**src/rtl/sign_magnitude_converter_if.sv**
```systemverilog
// Handshake and data bundle for the bit-serial sign-magnitude converter.
// The requester drives en/A; the converter returns Magnitude/Sign/busy/ready.
interface sign_magnitude_converter_if;
  logic       en;
  logic [7:0] A;
  logic [7:0] Magnitude;
  logic       Sign;
  logic       busy;
  logic       ready;

  modport master (
    output en,
    output A,
    input  Magnitude,
    input  Sign,
    input  busy,
    input  ready
  );

  modport slave (
    input  en,
    input  A,
    output Magnitude,
    output Sign,
    output busy,
    output ready
  );
endinterface

```
**src/rtl/sign_magnitude_converter.sv**
```systemverilog
// Bit-serial two's-complement to sign-magnitude converter, 8-bit operand.
// One bit per clock, LSB first: bits are copied until the first 1 has
// passed, then inverted (only for negative operands). Fixed latency:
// accept on E0, bits on E1..E8, result + ready after E8, idle after E9.
module sign_magnitude_converter (
  input  logic                        clk,
  input  logic                        rst_n,
  sign_magnitude_converter_if.slave   bus
);

  typedef enum logic [1:0] {
    IDLE,
    SHIFT,
    DONE
  } state_t;

  state_t     state, state_n;
  logic [7:0] shreg, shreg_n;
  logic [7:0] res, res_n;
  logic [2:0] cnt, cnt_n;
  logic       neg, neg_n;
  logic       seen, seen_n;
  logic [7:0] mag_q, mag_n;
  logic       sign_q, sign_n;
  logic       busy_q, busy_n;
  logic       ready_q, ready_n;

  logic       bit_in;
  logic       out_bit;

  // Current operand bit and its converted value: invert only once a 1 has
  // already gone through and the operand is negative.
  assign bit_in  = shreg[0];
  assign out_bit = (neg & seen) ? ~bit_in : bit_in;

  assign bus.Magnitude = mag_q;
  assign bus.Sign      = sign_q;
  assign bus.busy      = busy_q;
  assign bus.ready     = ready_q;

  // Register all state; async reset drops any in-flight conversion.
  always_ff @(posedge clk or negedge rst_n) begin
    if (!rst_n) begin
      state   <= IDLE;
      shreg   <= '0;
      res     <= '0;
      cnt     <= '0;
      neg     <= 1'b0;
      seen    <= 1'b0;
      mag_q   <= '0;
      sign_q  <= 1'b0;
      busy_q  <= 1'b0;
      ready_q <= 1'b0;
    end else begin
      state   <= state_n;
      shreg   <= shreg_n;
      res     <= res_n;
      cnt     <= cnt_n;
      neg     <= neg_n;
      seen    <= seen_n;
      mag_q   <= mag_n;
      sign_q  <= sign_n;
      busy_q  <= busy_n;
      ready_q <= ready_n;
    end
  end

  // Next-state and datapath: capture in IDLE, one bit per SHIFT cycle,
  // publish on the last bit, retire in DONE.
  always_comb begin
    state_n = state;
    shreg_n = shreg;
    res_n   = res;
    cnt_n   = cnt;
    neg_n   = neg;
    seen_n  = seen;
    mag_n   = mag_q;
    sign_n  = sign_q;
    busy_n  = busy_q;
    ready_n = 1'b0;

    case (state)
      IDLE: begin
        if (bus.en) begin
          shreg_n = bus.A;
          neg_n   = bus.A[7];
          cnt_n   = '0;
          seen_n  = 1'b0;
          busy_n  = 1'b1;
          state_n = SHIFT;
        end
      end
      SHIFT: begin
        seen_n  = seen | bit_in;
        res_n   = {out_bit, res[7:1]};
        shreg_n = {1'b0, shreg[7:1]};
        cnt_n   = cnt + 3'd1;
        if (cnt == 3'd7) begin
          mag_n   = {out_bit, res[7:1]};
          sign_n  = neg;
          ready_n = 1'b1;
          state_n = DONE;
        end
      end
      DONE: begin
        busy_n  = 1'b0;
        state_n = IDLE;
      end
      default: begin
        state_n = IDLE;
      end
    endcase
  end

endmodule
```
**src/flat_wrapper.sv**
```systemverilog
// flat-port wrapper written by rule: the top's interface ports become plain ports
module sign_magnitude_converter_flat 
  (clk, rst_n, bus_en, bus_A, bus_Magnitude, bus_Sign, bus_busy, bus_ready);
  sign_magnitude_converter_if bus_i ();
  input  logic clk;
  input  logic rst_n;
  input wire logic [$bits(bus_i.en)-1:0] bus_en;
  input wire logic [$bits(bus_i.A)-1:0] bus_A;
  output wire logic [$bits(bus_i.Magnitude)-1:0] bus_Magnitude;
  output wire logic [$bits(bus_i.Sign)-1:0] bus_Sign;
  output wire logic [$bits(bus_i.busy)-1:0] bus_busy;
  output wire logic [$bits(bus_i.ready)-1:0] bus_ready;
  assign bus_i.en = bus_en;
  assign bus_i.A = bus_A;
  assign bus_Magnitude = bus_i.Magnitude;
  assign bus_Sign = bus_i.Sign;
  assign bus_busy = bus_i.busy;
  assign bus_ready = bus_i.ready;
  sign_magnitude_converter u_core (.clk(clk), .rst_n(rst_n), .bus(bus_i));
endmodule
```
**config.mk**
```make
export PLATFORM = sky130hd
export DESIGN_NAME = sign_magnitude_converter_flat
export DESIGN_NICKNAME = d
export VERILOG_FILES = /design/src/rtl/sign_magnitude_converter_if.sv /design/src/rtl/sign_magnitude_converter.sv /design/src/flat_wrapper.sv
export SDC_FILE = /design/constraint.sdc
export NUM_CORES = 1
export LEC_CHECK = 0
export ABC_AREA = 0
export CAP_MARGIN = 20
export CORE_AREA = 10 10 67 69
export CTS_BUF_LIST = sky130_fd_sc_hd__clkbuf_8 sky130_fd_sc_hd__clkbuf_16
export DETAILED_ROUTE_END_ITERATION = 8
export DIE_AREA = 0 0 77 79
export PLACE_DENSITY = 0.77
export SYNTH_ARGS = -nofsm -noshare
export SYNTH_HDL_FRONTEND = slang
export SYNTH_SLANG_ARGS = --single-unit
```
**constraint.sdc**
```tcl
create_clock -name clk -period 2.1 [get_ports clk]
set_clock_uncertainty 0.05 [all_clocks]
set_input_delay 0.42 -clock clk [delete_from_list [all_inputs] [get_ports clk]]
set_output_delay 0.42 -clock clk [all_outputs]
set_load 0.02 [all_outputs]
```
==> Implementation_results.wiki, run 1 <==
{| class="wikitable"
! Metric !! Value
|-
| GRT Resource Usage Total || a little under a tenth
|-
| Fill count || 289
|-
| Count of input and output buffers || 21
|-
| Reg2reg path depth || 4
|-
| Pre-Repair DR Iteration Count || 4
|-
| Post-synth net total || 119
|-
| Cells on Worst Hold Path || 2
|-
| Crit path kind || register to primary output
|-
| Number of logic stages on the critical path including buffering || 1
|-
| Largest vdd supply drop || between 0.4 and 0.5 mV
|-
| Setup repair after global routing missed its margin || false
|-
| Via count of the first global-routing pass || 970
|-
| Number of placement rows || 21
|-
| Share of layout cells above drive strength 1 || 14.5%
|-
| Relative slew slack || 65.7%
|-
| Post-CTS Resized || 0
|-
| Detailed router's first-iteration violation count || 87
|-
| Relative area change from synthesis to final layout || 26.2%
|-
| Avg WL per Cell || 14.5 um
|-
| Floorplan die height || slightly below 80 um
|-
| Distinct cells, synth || 23
|-
| Worst Tran Pin Value || between 0.5 and 0.6 ns
|-
| Clock tree sinks || 33
|-
| Cell breakdown of the critical path || clkdlybuf4s50_1
|-
| Detailed Place HPWL || 1830 um
|-
| Met1 routing resource usage after global routing || slightly above 10%
|-
| Nature of the critical path startpoint || register
|-
| Remaining global-route overflow || 0
|-
| Cell family contributing the most delay on the critical path || buffers and inverters
|-
| Result of the run || complete, no violations
|-
| Clock insertion delay at the later pin of the skew report || 0.28 ns
|-
| Total buffers and inverters traversed by the critical path || 1
|-
| Final Max Tran Viols || 0
|-
| Number of nets in the layout || 143
|-
| Period minus WS final || between 1.5 and 2 ns
|-
| Die X || 77 um
|-
| Hold crit path type || register to register
|-
| Clock root cell || sky130_fd_sc_hd__clkbuf_8
|-
| DRC || 0
|-
| Fraction of the yosys area taken by sequential cells || 60.1%
|-
| PnR Total Power || around 2.8 mW
|-
| Synthesis Warnings || 0
|-
| Die area || about 0.0061 sq mm
|-
| Detailed-route vias per instance || roughly 4.9
|-
| Synthesized area per cell || 13.0 sq um
|-
| Gate count after technology mapping || 106
|-
| Data required time at the worst endpoint || around 1.6 ns
|-
| Core Region || 0.00323 sq mm
|-
| Initial antenna violation count || 0
|-
| Boundary Pins || 22
|-
| Via count of the routed design || 871
|-
| Static leakage || just under 0.8 nW
|-
| Most frequent standard cell in the layout excluding fill and tap cells || sky130_fd_sc_hd__dfrtp_1
|-
| FMAX || 581 MHz
|-
| Global-route met2 utilization || about 15%
|-
| Critical path peak fanout || 2
|-
| Antenna diode instance count || 0
|-
| Placed cell count || between 150 and 200
|-
| Commonest cells after routing, fill and taps aside || sky130_fd_sc_hd__dfrtp_1, sky130_fd_sc_hd__clkdlybuf4s50_1, sky130_fd_sc_hd__nor2_1
|-
| CTS tree || yes
|-
| Clock Pin Slew Worst Setup and Hold Paths || 0.07 ns
|-
| Cell Count, Final, Fillers Out || roughly 180
|-
| Max-capacitance violation count || 0
|-
| Kind of end point of the critical path || primary output
|-
| Layer with the highest usage || met2
|-
| TritonCTS buffer count || 5
|-
| Largest net degree at the start of global routing || 34
|-
| Maximum buffer depth of the clock tree || 2
|-
| Count of final setup violators || 0
|-
| CTS hold repair buffers || 0
|-
| Flop and latch count out of synthesis || 33
|-
| First-pass GRT wire length || roughly 4600 um
|-
| Endpoint arrival time on the critical path || 1.25 ns
|-
| EDFF count, synth || 0
|-
| Antenna Nets Post-Route || 0
|-
| Cell with the largest stage delay on the worst path || sky130_fd_sc_hd__clkdlybuf4s50_1
|-
| Slowest cell delay on critical path || between 0.6 and 0.7 ns
|-
| Final critical-path share of the clock period || between 80% and 90%
|-
| Primary FF master, synth || sky130_fd_sc_hd__dfrtp_1
|-
| Post-CTS Setup Repair Bufs || 0
|-
| Share of synthesized registers carrying an async set or reset || between 90% and 100%
|-
| Total routed wirelength || ~2600 um
|-
| Met3 demand-to-capacity share in global routing || 5.52%
|-
| Starting density of the core || a little over two fifths
|-
| H-tree levels || 2
|-
| Pwr dens || roughly 1600 mW/mm^2
|-
| Hold Vio Cnt, Final || 0
|-
| Placer congestion estimate || ~0.8
|-
| Total negative slack || 0 ns
|-
| Cell area after synthesis || between 0.001 and 0.0015 sq mm
|}
-- through the flow --
step | instance area [sq um] | setup slack (ns) | utilization [%] | hold WS, ns
after global placement | 1620 | 0.369 | 50.1 | 0.424
after global routing | 1740 | 0.307 | 53.7 | 0.478
final | 1740 | 0.378 | 53.7 | 0.447
after detailed placement | 1620 | 0.265 | 50.1 | 0.430
after CTS | 1740 | 0.356 | 53.7 | 0.445
after floorplan | 1380 | 0.616 | - | 0.0744
-- power breakdown --
group	internal (mW)	switching [mW]	total (mW)
clock	0.382	0.228	0.610
sequential	0.936	0.219	1.15
combinational	0.574	0.430	1.00
total	1.89	0.876	2.77
-- layer usage --
metal | up-vias | routed length, um
met5 | - | 0
met4 | 0 | 52
met3 | 5 | 262
met2 | 30 | 1130
li1 | 421 | -
met1 | 415 | 1130
-- synth_stat cells, types with 3 or more instances --
cell                        instances  share of area [%]
sky130_fd_sc_hd__a21oi_1            5                1.8
sky130_fd_sc_hd__a2bb2oi_1          7                4.5
sky130_fd_sc_hd__buf_2              4                1.5
sky130_fd_sc_hd__dfrtp_1           33                 60
sky130_fd_sc_hd__inv_1              3               0.82
sky130_fd_sc_hd__mux2_1             6                4.9
sky130_fd_sc_hd__mux2_4             6                6.6
sky130_fd_sc_hd__nand2_1            4                1.1
sky130_fd_sc_hd__nand2b_1           3                1.4
sky130_fd_sc_hd__nor2_1             8                2.2
sky130_fd_sc_hd__o21ai_0            7                2.5
sky130_fd_sc_hd__o22a_1             5                3.2
-- final timing paths --
| path | start | to | slack (ns) |
|---|---|---|---|
| max | u_core.bus.Magnitude[7] | bus_Magnitude[7] | 0.38 |
| min | u_core.bus.Magnitude[7] | u_core.bus.Magnitude[7] | 0.45 |
| max reg2reg | u_core.cnt[0] | u_core.bus.Magnitude[6] | 0.44 |
| min reg2reg | u_core.bus.Magnitude[7] | u_core.bus.Magnitude[7] | 0.45 |
| max in group asynchronous | rst_n | u_core.state[0] | 1.22 |
| min in group asynchronous | rst_n | u_core.bus.Magnitude[2] | 0.49 |
-- registers in the layout (all words and copies together) (netlist names) --
register              flops
u_core.bus.Sign           1
u_core.bus.ready          1
u_core.state              2
u_core.shreg              8
u_core.bus.Magnitude      8
u_core.bus.busy           1
u_core.neg                1
u_core.res                7
u_core.cnt                3
u_core.seen               1
-- layout make-up --
| cell class | count | area (sq um) | area share, % |
|---|---|---|---|
| tap | 46 | 57.6 | 3.32 |
| clock inverter | 2 | 33.8 | 1.95 |
| clock buffer | 6 | 82.6 | 4.76 |
| sequential | 33 | 826 | 47.6 |
| inverter | 4 | 15.0 | 0.865 |
| multi-input combinational | 64 | 503 | 29.0 |
| timing repair buffer | 22 | 218 | 12.5 |
-- cells by family after synthesis --
kind of cell	synth area share, %
AOI/OAI and AO/OA	14.7
xor gates and xnor gates	0.637
adders and majority gates	1.82
buffers and inverters	3.37
DFF	60.1
muxes	13.1
and+or+nand+nor	6.28
Note: power is estimated with default switching activity, not from simulation.
==> inputs of run 2 (changes only) <==
Clock period 2.1 ns to 1.8 ns, I/O delays scaled along.
==> run 2 against run 1 <==
  * Design area grew 0.43%
  * Setup slack lost 0.24 ns
  * Register-to-register slack lost 0.28 ns
  * Global-route usage shrank 0.45 points
  * Core utilization grew 0.23 points
  * Via count grew 4.0%
  * Sequential power grew 13%
  * Die area is the same
  * Non-clock buffer count grew 3
  * Critical path type unchanged
  * Largest power group unchanged
==> Implementation_results.wiki, run 2 (synthesis results as in run 1) <==
{| class="wikitable"
! Metric !! Value
|-
| Result of the run || complete, no violations
|-
| Logic pwr share || 39.1% (+2.8 points)
|-
| Setup repair after global routing missed its margin || false
|-
| Commonest cells after routing, fill and taps aside || sky130_fd_sc_hd__dfrtp_1, sky130_fd_sc_hd__clkdlybuf4s50_1, sky130_fd_sc_hd__nor2_1
|-
| Final critical-path share of the clock period || between 90 and 100%
|-
| H-tree levels || 2 (unchanged)
|-
| CTS hold repair buffers || 0 (unchanged)
|-
| Total buffers and inverters traversed by the critical path || 1 (unchanged)
|-
| Critical path peak fanout || 2 (unchanged)
|-
| Remaining global-route overflow || 0 (unchanged)
|-
| Most frequent standard cell in the layout excluding fill and tap cells || sky130_fd_sc_hd__dfrtp_1
|-
| Area of combinational cells with multiple inputs || 503 sq um (unchanged)
|-
| Pre-Repair DR Iteration Count || 4 (unchanged)
|-
| Crit path kind || register to primary output
|-
| Clock Pin Slew Worst Setup and Hold Paths || 0.07 ns (about the same)
|-
| Power spent charging and discharging nets || 1.02 mW (+16%)
|-
| First-pass GRT wire length || 4410 um (-3.8%)
|-
| Nature of the critical path startpoint || register
|-
| Via count of the first global-routing pass || 972 (+0.21%)
|-
| Clock insertion delay at the later pin of the skew report || 0.28 ns (about the same)
|-
| Detailed-route vias per instance || 5.03 (+2.3%)
|-
| Clock share of power || 19.4% (-2.6 points)
|-
| Number of nets in the layout || 146 (+2.1%)
|-
| Final Max Tran Viols || 0 (unchanged)
|-
| Finished Cell Area || 0.00174 sq mm (+0.43%)
|-
| Crit Reg-Reg Startpoint || u_core.cnt[0]
|-
| Die X || 77 um (unchanged)
|-
| Detailed router's first-iteration violation count || 59 (-32%)
|-
| Maximum buffer depth of the clock tree || 2 (unchanged)
|-
| Max-capacitance violation count || 0 (unchanged)
|-
| Largest vdd supply drop || 0.776 mV (+60%)
|-
| Core Region || 0.00323 sq mm (unchanged)
|-
| Minimum setup slack in the final design || 0.142 ns (-0.236 ns)
|-
| Detailed Place HPWL || 1830 um (-0.47%)
|-
| Worst Tran Pin Value || 0.408 ns (-0.106 ns)
|-
| Floorplan die height || 79 um (unchanged)
|-
| Hold crit path type || primary input to async pin
|-
| Pwr dens || 1800 mW/mm^2 (+13%)
|-
| Reg2reg path depth || 4 (unchanged)
|-
| Antenna diode instance count || 0 (unchanged)
|-
| Cell family contributing the most delay on the critical path || buffers and inverters
|-
| Setup slack after placement || 0.154 ns (-0.111 ns)
|-
| Antenna Nets Post-Route || 0 (unchanged)
|-
| Sequential Area || 826 sq um (unchanged)
|-
| Cell with the largest stage delay on the worst path || sky130_fd_sc_hd__clkdlybuf4s50_1
|-
| Critical R2R Capture || u_core.bus.Magnitude[6]
|-
| Via count of the routed design || 906 (+4.0%)
|-
| Relative slew slack || 72.8% (+7.1 points)
|-
| Cell breakdown of the critical path || clkdlybuf4s50_1
|-
| Clock tree sinks || 33 (unchanged)
|-
| Placed cell count || 172 (+1.8%)
|-
| DRC || 0 (unchanged)
|-
| Fill count || 302 (+4.5%)
|-
| Largest net degree at the start of global routing || 34 (unchanged)
|-
| Slowest cell delay on critical path || 0.61 ns (about the same)
|-
| Total routed wirelength || 2550 um (-1.0%)
|-
| Internal Pwr Total || 2.12 mW (+12%)
|-
| Switch share || 32.4% (+0.73 points)
|-
| Share of layout cells above drive strength 1 || 17.2% (+2.7 points)
|-
| Data required time at the worst endpoint || 1.39 ns (-0.24 ns)
|-
| Static leakage || 0.787 nW (+0.80%)
|-
| Period minus WS final || about 1.7 ns
|-
| Hold Vio Cnt, Final || 0 (unchanged)
|-
| Total negative slack || 0 ns (unchanged)
|-
| Post-CTS Resized || 0 (unchanged)
|-
| Placer congestion estimate || 0.777 (-3.5%)
|-
| Initial antenna violation count || 0 (unchanged)
|-
| Count of input and output buffers || 21 (unchanged)
|-
| Clock root cell || sky130_fd_sc_hd__clkbuf_8
|-
| Number of placement rows || 21 (unchanged)
|-
| FMAX || about 600 MHz
|-
| Kind of end point of the critical path || primary output
|-
| Relative area change from synthesis to final layout || 26.8%
|-
| Avg WL per Cell || 14.1 um (-2.7%)
|-
| Cell Count, Final, Fillers Out || 180 (+1.7%)
|-
| TritonCTS buffer count || 5 (unchanged)
|-
| GRT Resource Usage Total || 8.96% (-0.45 points)
|-
| Proportion of power drawn by flip-flops and latches || 41.5% (-0.2 points)
|-
| Post-CTS Setup Repair Bufs || 0 (unchanged)
|-
| Core utilization of the finished layout || 53.9% (+0.23 points)
|-
| CTS tree || yes
|-
| Register-to-register setup slack || 0.16 ns (-0.28 ns)
|-
| Count of final setup violators || 0 (unchanged)
|-
| Endpoint arrival time on the critical path || 1.25 ns (about the same)
|-
| Starting density of the core || 42.5% (unchanged)
|-
| Post-Place Cell Area || 0.00164 sq mm (+1.4%)
|-
| Die area || 0.00608 sq mm (unchanged)
|-
| Boundary Pins || 22 (unchanged)
|}
==> run 2: cell types whose count changed in the layout (fill, tap and decap cells not counted), sizes merged <==
cell / previous run / this run
bufinv: 1 / 0
clkinv: 0 / 1
inv: 5 / 4
buf: 1 / 4
clkbuf: 6 / 7
==> run 2: routing by layer <==
metal	global-route usage [%]	vias up	part of all wire, %
li1	-	434	-
met4	5.47	0	2.1
met1	10.2	437	47
met2	13.9	28	44
met3	3.72	7	7.0
met5	0	-	0
==> run 2: worst max-delay path by stage <==
stage                               start                      end  slack (ns)  depth (start not counted)
after floorplan             u_core.cnt[0]  u_core.bus.Magnitude[0]        0.32                          5
after global placement      u_core.cnt[0]  u_core.bus.Magnitude[5]        0.20                          4
after detailed placement    u_core.cnt[0]  u_core.bus.Magnitude[6]        0.15                          4
after CTS                 u_core.bus.Sign                 bus_Sign        0.12                          1
after global routing        u_core.cnt[0]  u_core.bus.Magnitude[6]        0.07                          4
final                     u_core.bus.Sign                 bus_Sign        0.14                          1
==> run 2: layout make-up <==
type                    instances  share of cell area [%]
flip-flops and latches         33                    47.4
multi-input cells              64                    28.9
repair buffers                 25                    13.8
clock buffers                   7                    5.53
well taps                      46                    3.30
inverters                       4                   0.861
clock inverters                 1                   0.287
==> run 2: per-stage QoR <==
| stage | power (mW) | hold WS (ns) |
|---|---|---|
| 5_1_grt | 3.38 | 0.458 |
| 4_1_cts | 3.19 | 0.430 |
| 2_1_floorplan | 2.13 | 0.0144 |
| 3_5_place_dp | 2.57 | 0.433 |
| 6_report | 3.14 | 0.420 |
| 3_3_place_gp | 2.51 | 0.431 |
==> run 2: power groups by stage <==
stage	Sequential (mW)	Clock [mW]	Combinational [mW]
finish	1.30	0.609	1.23
global route	1.35	0.664	1.36
CTS	1.31	0.626	1.26
detailed placement	1.32	0	1.26
global placement	1.30	0	1.21
floorplan	1.41	0	0.726
==> inputs of run 3 (changes only) <==
Settings changed: CTS_CLUSTER_SIZE from default to 14, PLACE_DENSITY 0.77 to 0.8.
Clock period 1.8 ns to 1.5 ns, I/O delays scaled along.
==> run 3 against run 2 <==
  * Sequential share of layout area fell by 3.9 points
  * Largest power group unchanged
  * Hold slack worse by 0.090 ns
  * Global-route usage increased by 0.55 points
  * The flow now finishes with violations (negative setup slack)
  * Critical path type is now register to register
  * Routed wire length increased by 10%
==> Implementation_results.wiki, run 3 (synthesis results as in run 1) <==
{| class="wikitable"
! Metric !! Value
|-
| Clock share of power || 23.7% (+4.3 points)
|-
| Worst Tran Pin Value || 0.380 ns (-0.0279 ns)
|-
| Clock Pin Slew Worst Setup and Hold Paths || 0.07 ns (about the same)
|-
| Die area || 0.00608 sq mm (unchanged)
|-
| Result of the run || finished, violations left
|-
| Placer congestion estimate || 0.849 (+9.3%)
|-
| Detailed Place HPWL || 1920 um (+5.2%)
|-
| Total routed wirelength || 2800 um (+10%)
|-
| Minimum setup slack in the final design || -0.00690 ns (-0.149 ns)
|-
| Floorplan die height || 79 um (unchanged)
|-
| Detailed-route vias per instance || 5.08 (+0.91%)
|-
| Count of final setup violators || 2 (+2)
|-
| Max-capacitance violation count || 0 (unchanged)
|-
| Kind of end point of the critical path || register
|-
| Largest vdd supply drop || 0.983 mV (+27%)
|-
| Fill count || 275 (-8.9%)
|-
| Period minus WS final || ~1.5 ns
|-
| Clock insertion delay at the later pin of the skew report || 0.28 ns (about the same)
|-
| First-pass GRT wire length || 4720 um (+7.0%)
|-
| Antenna diode instance count || 0 (unchanged)
|-
| Commonest cells after routing, fill and taps aside || sky130_fd_sc_hd__dfrtp_1, sky130_fd_sc_hd__dlygate4sd2_1, sky130_fd_sc_hd__clkdlybuf4s50_1, sky130_fd_sc_hd__buf_4, sky130_fd_sc_hd__nor2_1
|-
| Pre-Repair DR Iteration Count || 4 (unchanged)
|-
| Switch share || 31.5% (-0.93 points)
|-
| GRT Resource Usage Total || 9.51% (+0.55 points)
|-
| Antenna Nets Post-Route || 0 (unchanged)
|-
| Critical path peak fanout || 5 (+3)
|-
| Hold Vio Cnt, Final || 0 (unchanged)
|-
| H-tree levels || 2 (unchanged)
|-
| Setup slack after placement || -0.0674 ns (-0.222 ns)
|-
| DRC || 0 (unchanged)
|-
| Via count of the first global-routing pass || 1024 (+5.3%)
|-
| Via count of the routed design || 960 (+6.0%)
|-
| Number of placement rows || 21 (unchanged)
|-
| Crit Reg-Reg Startpoint || u_core.cnt[0]
|-
| PnR Total Power || 4.13 mW (+32%)
|-
| Avg WL per Cell || 14.8 um (+4.8%)
|-
| Failing checks || negative setup slack
|-
| Share of layout cells above drive strength 1 || 23.8% (+6.6 points)
|-
| Final Max Tran Viols || 0 (unchanged)
|-
| Relative slew slack || 74.6% (+1.9 points)
|-
| Power spent charging and discharging nets || 1.30 mW (+28%)
|-
| Final critical-path share of the clock period || 100%
|-
| Clock root cell || sky130_fd_sc_hd__clkbuf_8
|-
| Relative area change from synthesis to final layout || 38.0%
|-
| Hold crit path type || primary input to async pin
|-
| FMAX || approximately 660 MHz
|-
| Data required time at the worst endpoint || 1.62 ns (+0.23 ns)
|-
| Starting density of the core || 42.5% (unchanged)
|-
| Register-to-register setup slack || -0.007 ns (-0.17 ns)
|-
| Crit path kind || register to register
|-
| Setup repair after global routing missed its margin || true
|-
| Core Region || 0.00323 sq mm (unchanged)
|-
| Logic pwr share || 38.1% (-1.0 points)
|-
| Remaining global-route overflow || 0 (unchanged)
|-
| Count of input and output buffers || 21 (unchanged)
|-
| Cell Count, Final, Fillers Out || 189 (+5.0%)
|-
| Critical R2R Capture || u_core.bus.Magnitude[6]
|-
| Internal Pwr Total || 2.83 mW (+33%)
|-
| Pwr dens || 2180 mW/mm^2 (+21%)
|-
| Die X || 77 um (unchanged)
|-
| Most frequent standard cell in the layout excluding fill and tap cells || sky130_fd_sc_hd__dfrtp_1
|-
| Placed cell count || 178 (+3.5%)
|-
| Reg2reg path depth || 5 (+1)
|-
| Largest net degree at the start of global routing || 34 (unchanged)
|-
| Maximum buffer depth of the clock tree || 2 (unchanged)
|-
| Clock tree sinks || 33 (unchanged)
|-
| CTS hold repair buffers || 0 (unchanged)
|-
| Endpoint arrival time on the critical path || 1.63 ns (+0.38 ns)
|-
| Detailed router's first-iteration violation count || 34 (-42%)
|-
| TritonCTS buffer count || 5 (unchanged)
|-
| Boundary Pins || 22 (unchanged)
|-
| Initial antenna violation count || 0 (unchanged)
|-
| Number of nets in the layout || 155 (+6.2%)
|-
| Proportion of power drawn by flip-flops and latches || 38.2% (-3.3 points)
|-
| Nature of the critical path startpoint || register
|-
| Static leakage || 0.890 nW (+13%)
|-
| CTS tree || yes
|}
[run 3: cell count changes in the layout (fill, tap and decap cells not counted), sizes merged]
cell	change
clkbuf	-2
dlygate4sd2	+11
buf	+9
clkdlybuf4s50	-11
bufinv	+2
[run 3: layout make-up]
class / count / area, sq um / share of cell area (%)
clock buffers: 5 / 68.8 / 3.63
clock inverters: 3 / 65.1 / 3.43
inverters: 4 / 15.0 / 0.791
multi-input cells: 64 / 527 / 27.8
flip-flops and latches: 33 / 826 / 43.5
well taps: 46 / 57.6 / 3.03
repair buffers: 34 / 339 / 17.9
[run 3: worst max path at each step]
stage / startpoint / endpoint / slack, ns / cells past startpoint
after floorplan: u_core.cnt[0] / u_core.bus.Magnitude[0] / 0.02 / 5
after global placement: u_core.cnt[0] / u_core.bus.Magnitude[5] / -0.01 / 5
after detailed placement: bus_en / u_core.shreg[0] / -0.07 / 5
after CTS: u_core.cnt[0] / u_core.bus.Magnitude[5] / 0.02 / 5
after global routing: u_core.cnt[0] / u_core.bus.Magnitude[5] / -0.06 / 5
final: u_core.cnt[0] / u_core.bus.Magnitude[6] / -0.007 / 5
[run 3: worst max-delay path, cell delays in order, from the launching register on]
cell	delay, ns
sky130_fd_sc_hd__dfrtp_1	0.40
sky130_fd_sc_hd__ha_2	0.21
sky130_fd_sc_hd__ha_4	0.17
sky130_fd_sc_hd__nand3b_4	0.11
sky130_fd_sc_hd__buf_12	0.13
sky130_fd_sc_hd__mux2_2	0.32
[run 3: metal layers]
layer  global-route usage (%)  routed length, um  vias to the layer above
met1                     10.4               1300                      481
met2                     15.5               1310                       27
met5                        0                  0                        -
met4                     3.83                 27                        0
li1                         -                  -                      448
met3                     4.73                164                        4
[run 3: stage by stage]
| step | hold slack (ns) | instance area (sq um) | util (%) | setup TNS [ns] |
|---|---|---|---|---|
| final | 0.329 | 1900 | 58.7 | -0.0128 |
| after global routing | 0.349 | 1900 | 58.7 | -0.166 |
| after CTS | 0.337 | 1880 | 58.3 | 0 |
| after detailed placement | 0.442 | 1710 | 53.0 | -0.483 |
| after global placement | 0.424 | 1710 | 53.0 | -0.0320 |
| after floorplan | -0.0456 | 1380 | - | 0 |
[run 3: timing repair]
action / CTS / global route
resized for setup: 16 / 0
pin swaps: 1 / 1
hold endpoints to repair: 0 / 0
buffers inserted: 0 / 2
setup endpoints to repair: 19 / 8
gates cloned: 1 / 0
[run 3: power groups by stage]
stage / Combinational [mW] / Sequential [mW] / Clock (mW)
floorplan: 0.872 / 1.69 / 0
global placement: 1.51 / 1.56 / 0
detailed placement: 1.58 / 1.58 / 0
finish: 1.57 / 1.58 / 0.980
CTS: 1.56 / 1.58 / 0.999
global route: 1.71 / 1.63 / 1.04
